File: src/rtl/sdram_pkg.sv
// Shared definitions for the SDRAM arbiter: FSM states, SDRAM command
// encodings, mode-register value and REU address field helpers.
package sdram_pkg;

  typedef enum logic [3:0] {
    ST_INIT_WAIT,
    ST_INIT_PRE,
    ST_REF1,
    ST_NOP1,
    ST_REF2,
    ST_NOP2,
    ST_INIT_MRS,
    ST_IDLE,
    ST_REF,
    ST_REFNOP,
    ST_ACT,
    ST_RD,
    ST_RW1,
    ST_RW2,
    ST_WR,
    ST_WREC
  } state_e;

  // {nCS, nRAS, nCAS, nRWE}
  typedef logic [3:0] cmd_t;

  localparam cmd_t CMD_NOP   = 4'b0111;
  localparam cmd_t CMD_ACT   = 4'b0011;
  localparam cmd_t CMD_READ  = 4'b0101;
  localparam cmd_t CMD_WRITE = 4'b0100;
  localparam cmd_t CMD_PRE   = 4'b0010;
  localparam cmd_t CMD_REF   = 4'b0001;
  localparam cmd_t CMD_MRS   = 4'b0000;

  // Burst length 1, sequential, CAS latency 2, single-location write.
  localparam logic [12:0] MODE_REG     = 13'h0220;
  localparam logic [12:0] RA_ALL_BANKS = 13'h0400;

  typedef struct packed {
    logic [1:0]  bank;
    logic [12:0] row;
    logic [7:0]  col;
    logic        lane;
  } addr_fields_t;

  function automatic addr_fields_t split_addr(input logic [23:0] addr);
    addr_fields_t f;
    f.bank = addr[23:22];
    f.row  = addr[21:9];
    f.col  = addr[8:1];
    f.lane = addr[0];
    return f;
  endfunction

  // Column address with A10 set so every access auto-precharges.
  function automatic logic [12:0] col_addr(input logic [7:0] col);
    return {2'b00, 1'b1, 2'b00, col};
  endfunction

endpackage

File: src/rtl/sdram_refresh_timer.sv
// Free-running auto-refresh interval timer: counts while enabled and emits a
// one-cycle expire pulse every INTERVAL cycles, reloading itself each time.
module sdram_refresh_timer #(
  parameter int unsigned INTERVAL = 62
) (
  input  logic clk_i,
  input  logic rst_i,
  input  logic en_i,
  output logic expire_o
);

  localparam int unsigned CW = (INTERVAL > 1) ? $clog2(INTERVAL) : 1;
  localparam logic [CW-1:0] LAST = CW'(INTERVAL - 1);

  logic [CW-1:0] cnt_q, cnt_d;

  always_comb begin
    cnt_d    = cnt_q;
    expire_o = 1'b0;
    if (!en_i) begin
      cnt_d = '0;
    end else if (cnt_q == LAST) begin
      cnt_d    = '0;
      expire_o = 1'b1;
    end else begin
      cnt_d = cnt_q + CW'(1);
    end
  end

  always_ff @(posedge clk_i or posedge rst_i) begin
    if (rst_i) begin
      cnt_q <= '0;
    end else begin
      cnt_q <= cnt_d;
    end
  end

endmodule

File: src/rtl/sdram_arbiter.sv
// REU-to-SDRAM controller: power-up init sequence, periodic auto-refresh and
// single-byte read/write accesses with auto-precharge. All pins are registered.
module sdram_arbiter
  import sdram_pkg::*;
#(
  parameter int unsigned INIT_CYCLES  = 800,
  parameter int unsigned REF_INTERVAL = 62
) (
  input  logic        C8M,
  input  logic        RESET,
  input  logic        Req,
  input  logic        ReqWR,
  input  logic [23:0] Addr,
  input  logic [7:0]  WrData,
  output logic        Ack,
  output logic [7:0]  RdData,
  output logic        InitDone,
  output logic        nCS,
  output logic        nRAS,
  output logic        nCAS,
  output logic        nRWE,
  output logic        CKE,
  output logic [1:0]  RBA,
  output logic [12:0] RA,
  output logic        DQMH,
  output logic        DQML,
  output logic [7:0]  RDout,
  output logic        RDoe,
  input  logic [7:0]  RDin
);

  localparam int unsigned ICW = $clog2(INIT_CYCLES + 1);
  localparam logic [ICW-1:0] INIT_LAST = ICW'(INIT_CYCLES);

  state_e         state_q, state_d;
  logic [ICW-1:0] init_cnt_q, init_cnt_d;
  logic           refpend_q, refpend_d;
  logic           init_done_q, init_done_d;
  logic           ack_q, ack_d;
  logic [7:0]     rddata_q, rddata_d;
  cmd_t           cmd_q, cmd_d;
  logic           cke_q, cke_d;
  logic [1:0]     rba_q, rba_d;
  logic [12:0]    ra_q, ra_d;
  logic           dqmh_q, dqmh_d;
  logic           dqml_q, dqml_d;
  logic [7:0]     rdout_q, rdout_d;
  logic           rdoe_q, rdoe_d;
  logic           ref_expire;
  logic           req_ok;
  addr_fields_t   fields;

  assign fields = split_addr(Addr);
  // The Ack cycle never starts a new access, so a held Req restarts one cycle later.
  assign req_ok = Req && init_done_q && !ack_q;

  sdram_refresh_timer #(
    .INTERVAL (REF_INTERVAL)
  ) u_ref_timer (
    .clk_i    (C8M),
    .rst_i    (RESET),
    .en_i     (init_done_q),
    .expire_o (ref_expire)
  );

  always_ff @(posedge C8M or posedge RESET) begin
    if (RESET) begin
      state_q     <= ST_INIT_WAIT;
      init_cnt_q  <= '0;
      refpend_q   <= 1'b0;
      init_done_q <= 1'b0;
      ack_q       <= 1'b0;
      rddata_q    <= 8'h00;
      cmd_q       <= CMD_NOP;
      cke_q       <= 1'b1;
      rba_q       <= 2'b00;
      ra_q        <= 13'h0000;
      dqmh_q      <= 1'b0;
      dqml_q      <= 1'b0;
      rdout_q     <= 8'h00;
      rdoe_q      <= 1'b0;
    end else begin
      state_q     <= state_d;
      init_cnt_q  <= init_cnt_d;
      refpend_q   <= refpend_d;
      init_done_q <= init_done_d;
      ack_q       <= ack_d;
      rddata_q    <= rddata_d;
      cmd_q       <= cmd_d;
      cke_q       <= cke_d;
      rba_q       <= rba_d;
      ra_q        <= ra_d;
      dqmh_q      <= dqmh_d;
      dqml_q      <= dqml_d;
      rdout_q     <= rdout_d;
      rdoe_q      <= rdoe_d;
    end
  end

  always_comb begin
    state_d = state_q;
    case (state_q)
      ST_INIT_WAIT: begin
        if (init_cnt_q == INIT_LAST) begin
          state_d = ST_INIT_PRE;
        end else begin
          state_d = ST_INIT_WAIT;
        end
      end
      ST_INIT_PRE: state_d = ST_REF1;
      ST_REF1:     state_d = ST_NOP1;
      ST_NOP1:     state_d = ST_REF2;
      ST_REF2:     state_d = ST_NOP2;
      ST_NOP2:     state_d = ST_INIT_MRS;
      ST_INIT_MRS: state_d = ST_IDLE;
      ST_IDLE: begin
        if (refpend_q) begin
          state_d = ST_REF;
        end else if (req_ok) begin
          state_d = ST_ACT;
        end else begin
          state_d = ST_IDLE;
        end
      end
      ST_REF:      state_d = ST_REFNOP;
      // A request that lost to refresh is launched straight from REFNOP.
      ST_REFNOP: begin
        if (req_ok) begin
          state_d = ST_ACT;
        end else begin
          state_d = ST_IDLE;
        end
      end
      ST_ACT: begin
        if (ReqWR) begin
          state_d = ST_WR;
        end else begin
          state_d = ST_RD;
        end
      end
      ST_RD:       state_d = ST_RW1;
      ST_RW1:      state_d = ST_RW2;
      ST_RW2:      state_d = ST_IDLE;
      ST_WR:       state_d = ST_WREC;
      ST_WREC:     state_d = ST_IDLE;
      default:     state_d = ST_INIT_WAIT;
    endcase
  end

  // Pin values are decoded from the next state so they appear in that state's cycle.
  always_comb begin
    cmd_d   = CMD_NOP;
    cke_d   = 1'b1;
    rba_d   = 2'b00;
    ra_d    = 13'h0000;
    dqmh_d  = 1'b0;
    dqml_d  = 1'b0;
    rdout_d = 8'h00;
    rdoe_d  = 1'b0;
    case (state_d)
      ST_INIT_PRE: begin
        cmd_d = CMD_PRE;
        ra_d  = RA_ALL_BANKS;
      end
      ST_REF1, ST_REF2, ST_REF: begin
        cmd_d = CMD_REF;
      end
      ST_INIT_MRS: begin
        cmd_d = CMD_MRS;
        ra_d  = MODE_REG;
      end
      ST_ACT: begin
        cmd_d = CMD_ACT;
        rba_d = fields.bank;
        ra_d  = fields.row;
      end
      ST_RD: begin
        cmd_d  = CMD_READ;
        rba_d  = fields.bank;
        ra_d   = col_addr(fields.col);
        dqml_d = fields.lane;
        dqmh_d = ~fields.lane;
      end
      ST_WR: begin
        cmd_d   = CMD_WRITE;
        rba_d   = fields.bank;
        ra_d    = col_addr(fields.col);
        dqml_d  = fields.lane;
        dqmh_d  = ~fields.lane;
        rdout_d = WrData;
        rdoe_d  = 1'b1;
      end
      default: begin
        cmd_d = CMD_NOP;
      end
    endcase
  end

  always_comb begin
    if (state_q == ST_INIT_WAIT) begin
      init_cnt_d = init_cnt_q + ICW'(1);
    end else begin
      init_cnt_d = '0;
    end

    if (ref_expire) begin
      refpend_d = 1'b1;
    end else if (state_d == ST_REF) begin
      refpend_d = 1'b0;
    end else begin
      refpend_d = refpend_q;
    end

    init_done_d = init_done_q || (state_d == ST_IDLE);
    ack_d       = (state_q == ST_RW2) || (state_q == ST_WREC);

    // CAS latency 2: the READ issued in RD has its data on the bus during RW2.
    if (state_q == ST_RW2) begin
      rddata_d = RDin;
    end else begin
      rddata_d = rddata_q;
    end
  end

  assign Ack      = ack_q;
  assign RdData   = rddata_q;
  assign InitDone = init_done_q;
  assign {nCS, nRAS, nCAS, nRWE} = cmd_q;
  assign CKE      = cke_q;
  assign RBA      = rba_q;
  assign RA       = ra_q;
  assign DQMH     = dqmh_q;
  assign DQML     = dqml_q;
  assign RDout    = rdout_q;
  assign RDoe     = rdoe_q;

endmodule

File: config.mk
export PLATFORM = sky130hd
export DESIGN_NAME = sdram_arbiter
export DESIGN_NICKNAME = d
export VERILOG_FILES = /design/src/rtl/sdram_pkg.sv /design/src/rtl/sdram_refresh_timer.sv /design/src/rtl/sdram_arbiter.sv
export SDC_FILE = /design/constraint.sdc
export NUM_CORES = 1
export LEC_CHECK = 0
export ABC_AREA = 1
export BUFFER_PORTS_ARGS = -buffer_cell sky130_fd_sc_hd__buf_2
export CORE_UTILIZATION = 44
export DETAILED_ROUTE_END_ITERATION = 6
export GPL_ROUTABILITY_DRIVEN = 0
export PLACE_DENSITY = 0.75
export SETUP_SLACK_MARGIN = 0.05
export SLEW_MARGIN = 15
export SYNTH_ARGS = -nofsm -noshare
export SYNTH_HDL_FRONTEND = slang
export SYNTH_SLANG_ARGS = --single-unit
File: constraint.sdc
create_clock -name C8M -period 2.65 [get_ports C8M]
set_input_delay 0.1325 -clock C8M [delete_from_list [all_inputs] [get_ports C8M]]
set_output_delay 0.1325 -clock C8M [all_outputs]
set_load 0.01 [all_outputs]
==> results of run 1 <==
## cell type report
type | instances | area [um^2]
inverters | 51 | 200.2
multi-input cells | 190 | 1071
clock buffers | 9 | 123.9
clock inverters | 7 | 123.9
well taps | 75 | 93.84
repair buffers | 113 | 718.2
fillers | 490 | 2187
flip-flops and latches | 60 | 1505
diodes | 1 | 2.502
## critical path: cells and delay by family (launching register included)
kind / cells / cell delay (ns)
buffers and inverters: 3 / 0.81
and+or+nand+nor: 9 / 0.80
DFF: 1 / 0.50
## state kept, by name (all words and copies together) (netlist names), 2 cells and up
signal,cells
u_ref_timer.cnt_q,6
RDout,8
RA,13
init_cnt_q,10
RBA,2
RdData,8
state_q,4
cmd_q,3
## metal layers
metal	wire length (um)	vias to the layer above	track usage (%)
li1	-	1181	-
met1	2632	1086	23.15
met2	2996	83	31.40
met3	456	11	6.222
met4	107	0	9.825
met5	0	-	0
## worst paths after layout
kind / to / slack (ns) / start / cells past startpoint
setup reg to reg: RA[3] / 0.47 / state_q[2] / 12
max in group asynchronous: state_q[0] / 1.54 / RESET / 4
hold / removal: RA[9] / 0.004 / Addr[18] / 3
min in group asynchronous: RDout[6] / 0.23 / RESET / 3
hold reg to reg: init_cnt_q[9] / 0.50 / init_cnt_q[9] / 1
setup / recovery: RA[3] / 0.47 / state_q[2] / 12
## power groups by stage
stage / Sequential, mW / Clock [mW] / Combinational [mW]
floorplan: 1.26 / 0 / 0.711
global placement: 1.21 / 0 / 1.03
detailed placement: 1.22 / 0 / 1.05
CTS: 1.20 / 1.04 / 1.10
global route: 1.22 / 1.07 / 1.22
finish: 1.20 / 1.02 / 1.09
## kinds of logic after synthesis
kind of cell	share of synthesized area [%]
AOI/OAI and AO/OA	2.995
xor gates and xnor gates	0.9389
adders and majority gates	1.788
buffers and inverters	7.957
DFF	53.78
muxes	3.219
other	0.2683
and+or+nand+nor	29.06
## through the flow
stage	power, mW	utilization [%]
floorplan	1.972	-
global placement	2.238	54.57
detailed placement	2.271	54.57
CTS	3.335	63.66
global route	3.515	63.66
finish	3.307	63.70
## layout by cell type, fill, tap and decap left out, types with 2 or more instances in the layout
cell	instances
clkbuf_8	9
inv_1	40
bufinv_16	3
nor2_1	47
o21ai_0	6
nand3_2	8
nand2_1	58
clkinv_4	2
nand2_4	2
nand3_4	2
ha_1	4
nor2_4	7
dlygate4sd3_1	30
buf_2	82
nor3b_1	2
nand4_1	4
inv_2	8
conb_1	2
mux2_2	8
dfrtp_1	57
xor2_1	2
o21bai_1	2
nand3_1	14
dfstp_2	3
a21oi_1	5
nand2_2	10
## what timing repair did
item,4_1_cts,5_1_grt
gates resized for setup,0,0
hold endpoints to repair,31,0
hold buffers,30,0
==> flow_summary.ini, run 1 <==
[run_status]
status = finished clean

[layout]
drive_above_1_share_pct = 35.12
final_area_mm2 = 0.003839
fin_cells = 506
layout.nets = 473
syn_to_final_growth_pct = 37.15

[synth]
yosys.area.top_type = dfrtp_1
synthFlopType = dfrtp_1
netlist_area_mm2 = 0.002799
synthDistinctLibCells = 32
synth_warnings = 0
async_flop_share_pct = 100.0
ys_top_cells_by_area = dfrtp_1 (51%), nand2_1 (7.8%), nor2_1 (6.3%)
synth_common_cells = nand2_1 (58), dfrtp_1 (57), nor2_1 (47), inv_1 (41), nand3_1 (14)
synth_area_per_cell_um2 = 9.207
synth_edf_count = 0
postSynthNetCount = 352
postSynthCellCount = 304
synth_seq_cells = 60
synth_most_common_cell = nand2_1
seq_area_frac_synth_pct = 53.78
synthDominantCellAreaShare_pct = 50.96

[global_route]
grtUsageTotal_pct = 19.44
grt_max_degree = 54
globalRoute.totalOverflow = 0
grt_pass1_wl_um = 9535
grt_pass1_vias = 2190
antenna_found_initial = 0

[timing]
finalCritPeriodShare_pct = 82.23
rsz0062_at_grt = false
max_freq_mhz = 458.9
fin_skew_ns = 0.01048
finalSetupViolations = 0
hold_viol = 0
min_period_ns = 2.179
tightest_slew_ns = 0.6568
hold_ws_ns = 0.004098
slew_viol_final = 0
setup_ws_ns = 0.4710
setup_tns_ns = 0
slew_headroom_pct = 56.21

[routing]
postRouteAntennaNets = 0
via_per_inst = 4.666
drt_wl_total_um = 6193
drc = 0
drt-initial-drc-count = 134
wire_per_inst_um = 12.24
vias = 2361
firstDrtPassIters = 4

[placement]
placed_cells = 459
dpl_worst_slack_ns = 0.9683
numPortBuffers = 82
dp_hpwl_um = 4272
placed_area_mm2 = 0.003288

[floorplanning]
core_mm2 = 0.006026
ios = 85
fp.dieH_um = 81.76
row_count = 28
die_area_mm2 = 0.006684
die_x_um = 81.76
start_util_pct = 46.45

[cts]
insertion_delay_ns = 0.34
postCtsSetupBuffers = 0
cts_max_level = 3
cts_root_buf = clkbuf_8
clkSinkCount = 60
clk_pin_slew_worst_paths_ns = 0.07
cts_tree = yes
numCtsBuffers = 9
cts_buffer_depth = 2

[power]
swShare_pct = 35.01
p_clk_share_pct = 30.7
pwr-share-comb_pct = 33.0
switchingPower_mw = 1.158
p_leak_nw = 2.106
pwr-share-seq_pct = 36.3
power_density_mw_per_mm2 = 861.6
irDropWorstVdd_mv = 0.6498
intPower_mw = 2.149

[critical_path]
critPathCaptureType = register
critical_path.most_common_cell = nand2_1
required_ns = 2.93
critPathArrivalTime_ns = 2.46
cp_slowest_cell = dlygate4sd3_1
slowest_delay_ns = 0.55
path_max_fanout = 10
cp_cell_sequence = inv_1, nand2_1, nand2_1, nand2_1, nor2_2, nand3_4, nor2_4, nand2_4, inv_8, nand2_2, nand2_1, dlygate4sd3_1
critPathLaunchType = register
critPathKind = register to register

[worst_hold_path]
hp-class = primary input to register

[run]
drv_cap = 0
(Power assumes the default switching activity.)
==> run 2: changes to the inputs <==
==> constraint.sdc (replaced) <==
create_clock -name C8M -period 2.25 [get_ports C8M]
set_input_delay 0.1125 -clock C8M [delete_from_list [all_inputs] [get_ports C8M]]
set_output_delay 0.1125 -clock C8M [all_outputs]
set_load 0.01 [all_outputs]
==> run 2 against run 1 <==
Compared with the run above:
- critical path depth unchanged
- routed wire length rose by 9.9%
- sequential cell count stayed put
- count of clock-buffer cells in the layout is the same
- hold slack improved by 0.016 ns
- setup slack worse by 0.33 ns
- critical path type unchanged
- highest routed layer unchanged
==> flow_summary.ini, run 2 (synthesis gave the netlist of run 1 again) <==
[run_status]
status = finished clean

[worst_hold_path]
min_to = RBA[0]
hold_depth = 3
worstHoldStart = Addr[22]
hp-class = primary input to register

[cts]
insertion_delay_ns = 0.34
numCtsBuffers = 9
cts_tree = yes
cts_root_buf = clkbuf_8
clk_pin_slew_worst_paths_ns = 0.07
cts_buffer_depth = 2
clkSinkCount = 60
cts_max_level = 3

[layout]
largest_reg_flops = 13
utilization_pct = 65.95
antenna_cells = 0
final_area_mm2 = 0.003974
final_common_cell = buf_2
drive_above_1_share_pct = 37.14
syn_to_final_growth_pct = 41.98
layout.nets = 490
layout_common_cells = buf_2 (82), nand2_1 (56), dfrtp_1 (53)

[critical_path]
slowest_delay_ns = 0.54
r2r_cells = 12
critPathCaptureType = register
critical_path.most_common_cell = nand2_1
critPathLaunchType = register
cp_cell_sequence = inv_2, nand2_1, nor2_4, nand2_1, nand3_2, inv_2, nor2_4, nand2_4, inv_8, nand2_2, nand2_1, dlygate4sd3_1
reg2reg_to = RA[4]
cp_slowest_cell = dlygate4sd3_1
path_max_fanout = 10
critPathArrivalTime_ns = 2.39
required_ns = 2.53
critPathKind = register to register
r2r-start = state_q[3]
reg2reg_slack_ns = 0.14

[timing]
hold_viol = 0
slew_viol_final = 0
min_period_ns = 2.111
setup_tns_ns = 0
tightest_slew_ns = 0.5553
hold_ws_ns = 0.01960
slew_headroom_pct = 62.92
fin_skew_ns = 0.01003
finalSetupViolations = 0
finalCritPeriodShare_pct = 93.82
rsz0062_at_grt = true
max_freq_mhz = 473.7

[routing]
drc = 0
firstDrtPassIters = 4
wire_per_inst_um = 13.04
drt_wl_total_um = 6809
via_per_inst = 4.828
drt-initial-drc-count = 137
vias = 2520
postRouteAntennaNets = 0

[floorplanning]
die_area_mm2 = 0.006684
fp.dieH_um = 81.76
die_x_um = 81.76
ios = 85
start_util_pct = 46.45
row_count = 28
core_mm2 = 0.006026

[global_route]
grt_pass1_vias = 2401
antenna_found_initial = 0
globalRoute.totalOverflow = 0
grt_pass1_wl_um = 10540
grtUsageTotal_pct = 21.31
grt_max_degree = 28

[power]
p_leak_nw = 2.168
power_density_mw_per_mm2 = 955.2
irDropWorstVdd_mv = 0.6385
power_mw = 3.796

[placement]
placed_area_mm2 = 0.003296
dp_hpwl_um = 4373
numPortBuffers = 82

[run]
drv_cap = 0
## run 2: cell count changes in the layout (fill, tap and decap cells not counted), moves of 2 or more
cell           change
dlygate4sd3_1     +10
buf_4              +6
dfrtp_1            -4
dfrtp_2            +4
bufinv_16          -2
clkinv_2           +2
nand2_1            -2
nand2_2            +2
## run 2: metrics by stage
| step | std cells | setup WS (ns) |
|---|---|---|
| after global routing | 522 | 0.04620 |
| after global placement | 460 | 0.6435 |
| final | 522 | 0.1392 |
| after detailed placement | 460 | 0.5229 |
| after floorplan | 304 | 0.6578 |
| after CTS | 515 | 0.07398 |
## run 2: metal layers
metal	part of all wire, %	vias to the layer above	global-route usage (%)	routed length (um)
met4	2.8	0	13.51	193
met3	6.7	22	5.111	453
met5	0	-	0	0
met2	48	100	34.96	3290
li1	-	1216	-	-
met1	42	1182	24.89	2872
## run 2: critical path: cells and delay by family, from the launching register on
kind	cells	cell delay (ns)
DFF	1	0.44
and+or+nand+nor	8	0.78
buffers and inverters	4	0.82
## run 2: worst max path at each step
stage | from | endpoint | cells after the start
floorplan | RESET | Ack | 1
global placement | state_q[2] | cmd_q[2] | 11
detailed placement | state_q[2] | cmd_q[2] | 11
CTS | state_q[3] | RA[5] | 10
global route | state_q[2] | RA[6] | 12
finish | state_q[3] | RA[4] | 12
## run 2: area by class of cell
| cell class | count | area (um^2) |
|---|---|---|
| fillers | 451 | 2052 |
| clock buffers | 9 | 123.9 |
| inverters | 51 | 202.7 |
| well taps | 75 | 93.84 |
| repair buffers | 130 | 868.3 |
| flip-flops and latches | 60 | 1510 |
| multi-input cells | 190 | 1100 |
| clock inverters | 7 | 75.07 |
## run 2: repair_timing
item	in CTS	in global routing
resized for setup	0	11
hold buffers	39	1
buffers inserted	0	6
endpoints found under the hold margin	53	1
endpoints found under the setup margin	0	8
## run 2: where the power goes
part           leakage, nW  internal (mW)  switching [mW]  total [mW]
Clock                0.104          0.518           0.450       0.969
Combinational         1.29          0.564           0.840        1.40
Sequential           0.774           1.29           0.135        1.42
==> run 3: changes to the inputs <==
--- a/config.mk
+++ b/config.mk
@@ -8,8 +8,10 @@
 export ABC_AREA = 1
 export BUFFER_PORTS_ARGS = -buffer_cell sky130_fd_sc_hd__buf_2
 export CORE_UTILIZATION = 44
+export CTS_BUF_LIST = sky130_fd_sc_hd__clkbuf_4 sky130_fd_sc_hd__clkbuf_8
 export DETAILED_ROUTE_END_ITERATION = 6
 export GPL_ROUTABILITY_DRIVEN = 0
+export HOLD_SLACK_MARGIN = 0.06
 export PLACE_DENSITY = 0.75
 export SETUP_SLACK_MARGIN = 0.05
 export SLEW_MARGIN = 15
==> run 3 against run 2 <==
Compared with the run above:
- sequential cell count unchanged
- global-route usage is 0.25 points higher
- final cell count up 0.19%
- maximum frequency about the same
- critical path depth did not move
- utilization is 0.17 points higher
- critical path type unchanged
- largest cell class unchanged
==> flow_summary.ini, run 3 (synthesis gave the netlist of run 1 again) <==
[run_status]
status = finished clean

[layout]
final_area_mm2 = 0.003984
layout_common_cells = buf_2 (82), nand2_1 (56), dfrtp_1 (53)
final_common_cell = buf_2
utilization_pct = 66.11
drive_above_1_share_pct = 37.05
largest_reg_flops = 13
layout.nets = 491
antenna_cells = 0
syn_to_final_growth_pct = 42.33
fin_cells = 523

[routing]
drt-initial-drc-count = 149
vias = 2530
drt_wl_total_um = 6916
postRouteAntennaNets = 0
wire_per_inst_um = 13.22
drc = 0
firstDrtPassIters = 4
via_per_inst = 4.837

[power]
irDropWorstVdd_mv = 0.6409
switchingPower_mw = 1.433
power_mw = 3.805
pwr-share-seq_pct = 37.5
intPower_mw = 2.372
p_leak_nw = 2.172
pwr-share-comb_pct = 37.0
p_clk_share_pct = 25.5
power_density_mw_per_mm2 = 955.2
swShare_pct = 37.66

[critical_path]
cp_cell_sequence = inv_2, nand2_1, nor2_4, nand2_1, nand3_2, inv_2, nor2_4, nand2_4, inv_8, nand2_2, nand2_1, dlygate4sd3_1
critPathLaunchType = register
r2r_cells = 12
critPathCaptureType = register
cp_slowest_cell = dlygate4sd3_1
reg2reg_slack_ns = 0.14
required_ns = 2.53
critPathBufInv = 4
slowest_delay_ns = 0.54
r2r-start = state_q[3]
path_delay_family = buffers and inverters
critPathArrivalTime_ns = 2.39
critical_path.most_common_cell = nand2_1
reg2reg_to = RA[4]
critPathKind = register to register
path_max_fanout = 10

[timing]
finalSetupViolations = 0
rsz0062_at_grt = true
min_period_ns = 2.111
finalCritPeriodShare_pct = 93.82
hold_viol = 0
setup_ws_ns = 0.1391
tightest_slew_ns = 0.5534
setup_tns_ns = 0
slew_headroom_pct = 63.05
hold_ws_ns = 0.1049
max_freq_mhz = 473.7
fin_skew_ns = 0.01186
slew_viol_final = 0

[floorplanning]
row_count = 28
fp.dieH_um = 81.76
ios = 85
core_mm2 = 0.006026
die_x_um = 81.76
die_area_mm2 = 0.006684
start_util_pct = 46.45

[global_route]
globalRoute.totalOverflow = 0
grtUsageTotal_pct = 21.56
grt_pass1_vias = 2402
antenna_found_initial = 0
grt_max_degree = 28
grt_pass1_wl_um = 10670

[placement]
dp_hpwl_um = 4373
placed_cells = 460
placed_area_mm2 = 0.003296
numPortBuffers = 82
dpl_worst_slack_ns = 0.5229

[worst_hold_path]
worstHoldStart = ReqWR
hold_depth = 3
hp-class = primary input to register
min_to = RDout[4]

[cts]
cts_tree = yes
cts_max_level = 3
insertion_delay_ns = 0.34
clkSinkCount = 60
clk_pin_slew_worst_paths_ns = 0.07
cts_buffer_depth = 2
numCtsBuffers = 9
cts_root_buf = clkbuf_8

[run]
drv_cap = 0
-- run 3: cell type report --
type                       count  area [um^2]
clock buffer                   9        123.9
clock inverter                 7        75.07
fill                         450         2042
inverter                      51        202.7
multi-input combinational    190         1100
sequential                    60         1510
tap                           75        93.84
timing repair buffer         131        878.3
-- run 3: metal layers --
layer  up-vias  wire length (um)  global-route usage (%)
met5         -                 0                       0
met4         0               246                   13.33
met3        26               549                   5.444
met2       112              3271                   34.96
met1      1181              2849                   25.50
li1       1211                 -                       -
-- run 3: power by group through the flow --
stage | combinational (mW) | clock [mW] | sequential (mW)
after detailed placement | 1.24 | 0 | 1.44
after CTS | 1.32 | 0.989 | 1.42
after floorplan | 0.837 | 0 | 1.49
final | 1.41 | 0.972 | 1.43
after global placement | 1.22 | 0 | 1.42
after global routing | 1.55 | 1.04 | 1.44
-- run 3: how the worst max path moves through the flow --
stage / from / end / slack, ns / cells after the start
floorplan: RESET / Ack / 0.66 / 1
global placement: state_q[2] / cmd_q[2] / 0.64 / 11
detailed placement: state_q[2] / cmd_q[2] / 0.52 / 11
CTS: state_q[3] / RA[5] / 0.07 / 10
global route: state_q[2] / RA[6] / 0.05 / 12
finish: state_q[3] / RA[4] / 0.14 / 12
-- run 3: worst reg2reg max path, delay by kind of cell, from the launching register on --
kind          cells  cell delay [ns]
simple gates      8             0.78
buf+inv           4             0.84
flops             1             0.44
-- run 3: repair_timing --
item	CTS	global route
gates resized for setup	0	11
buffers inserted	0	6
setup endpoints to repair	0	8
hold buffers	41	0
hold endpoints to repair	55	0
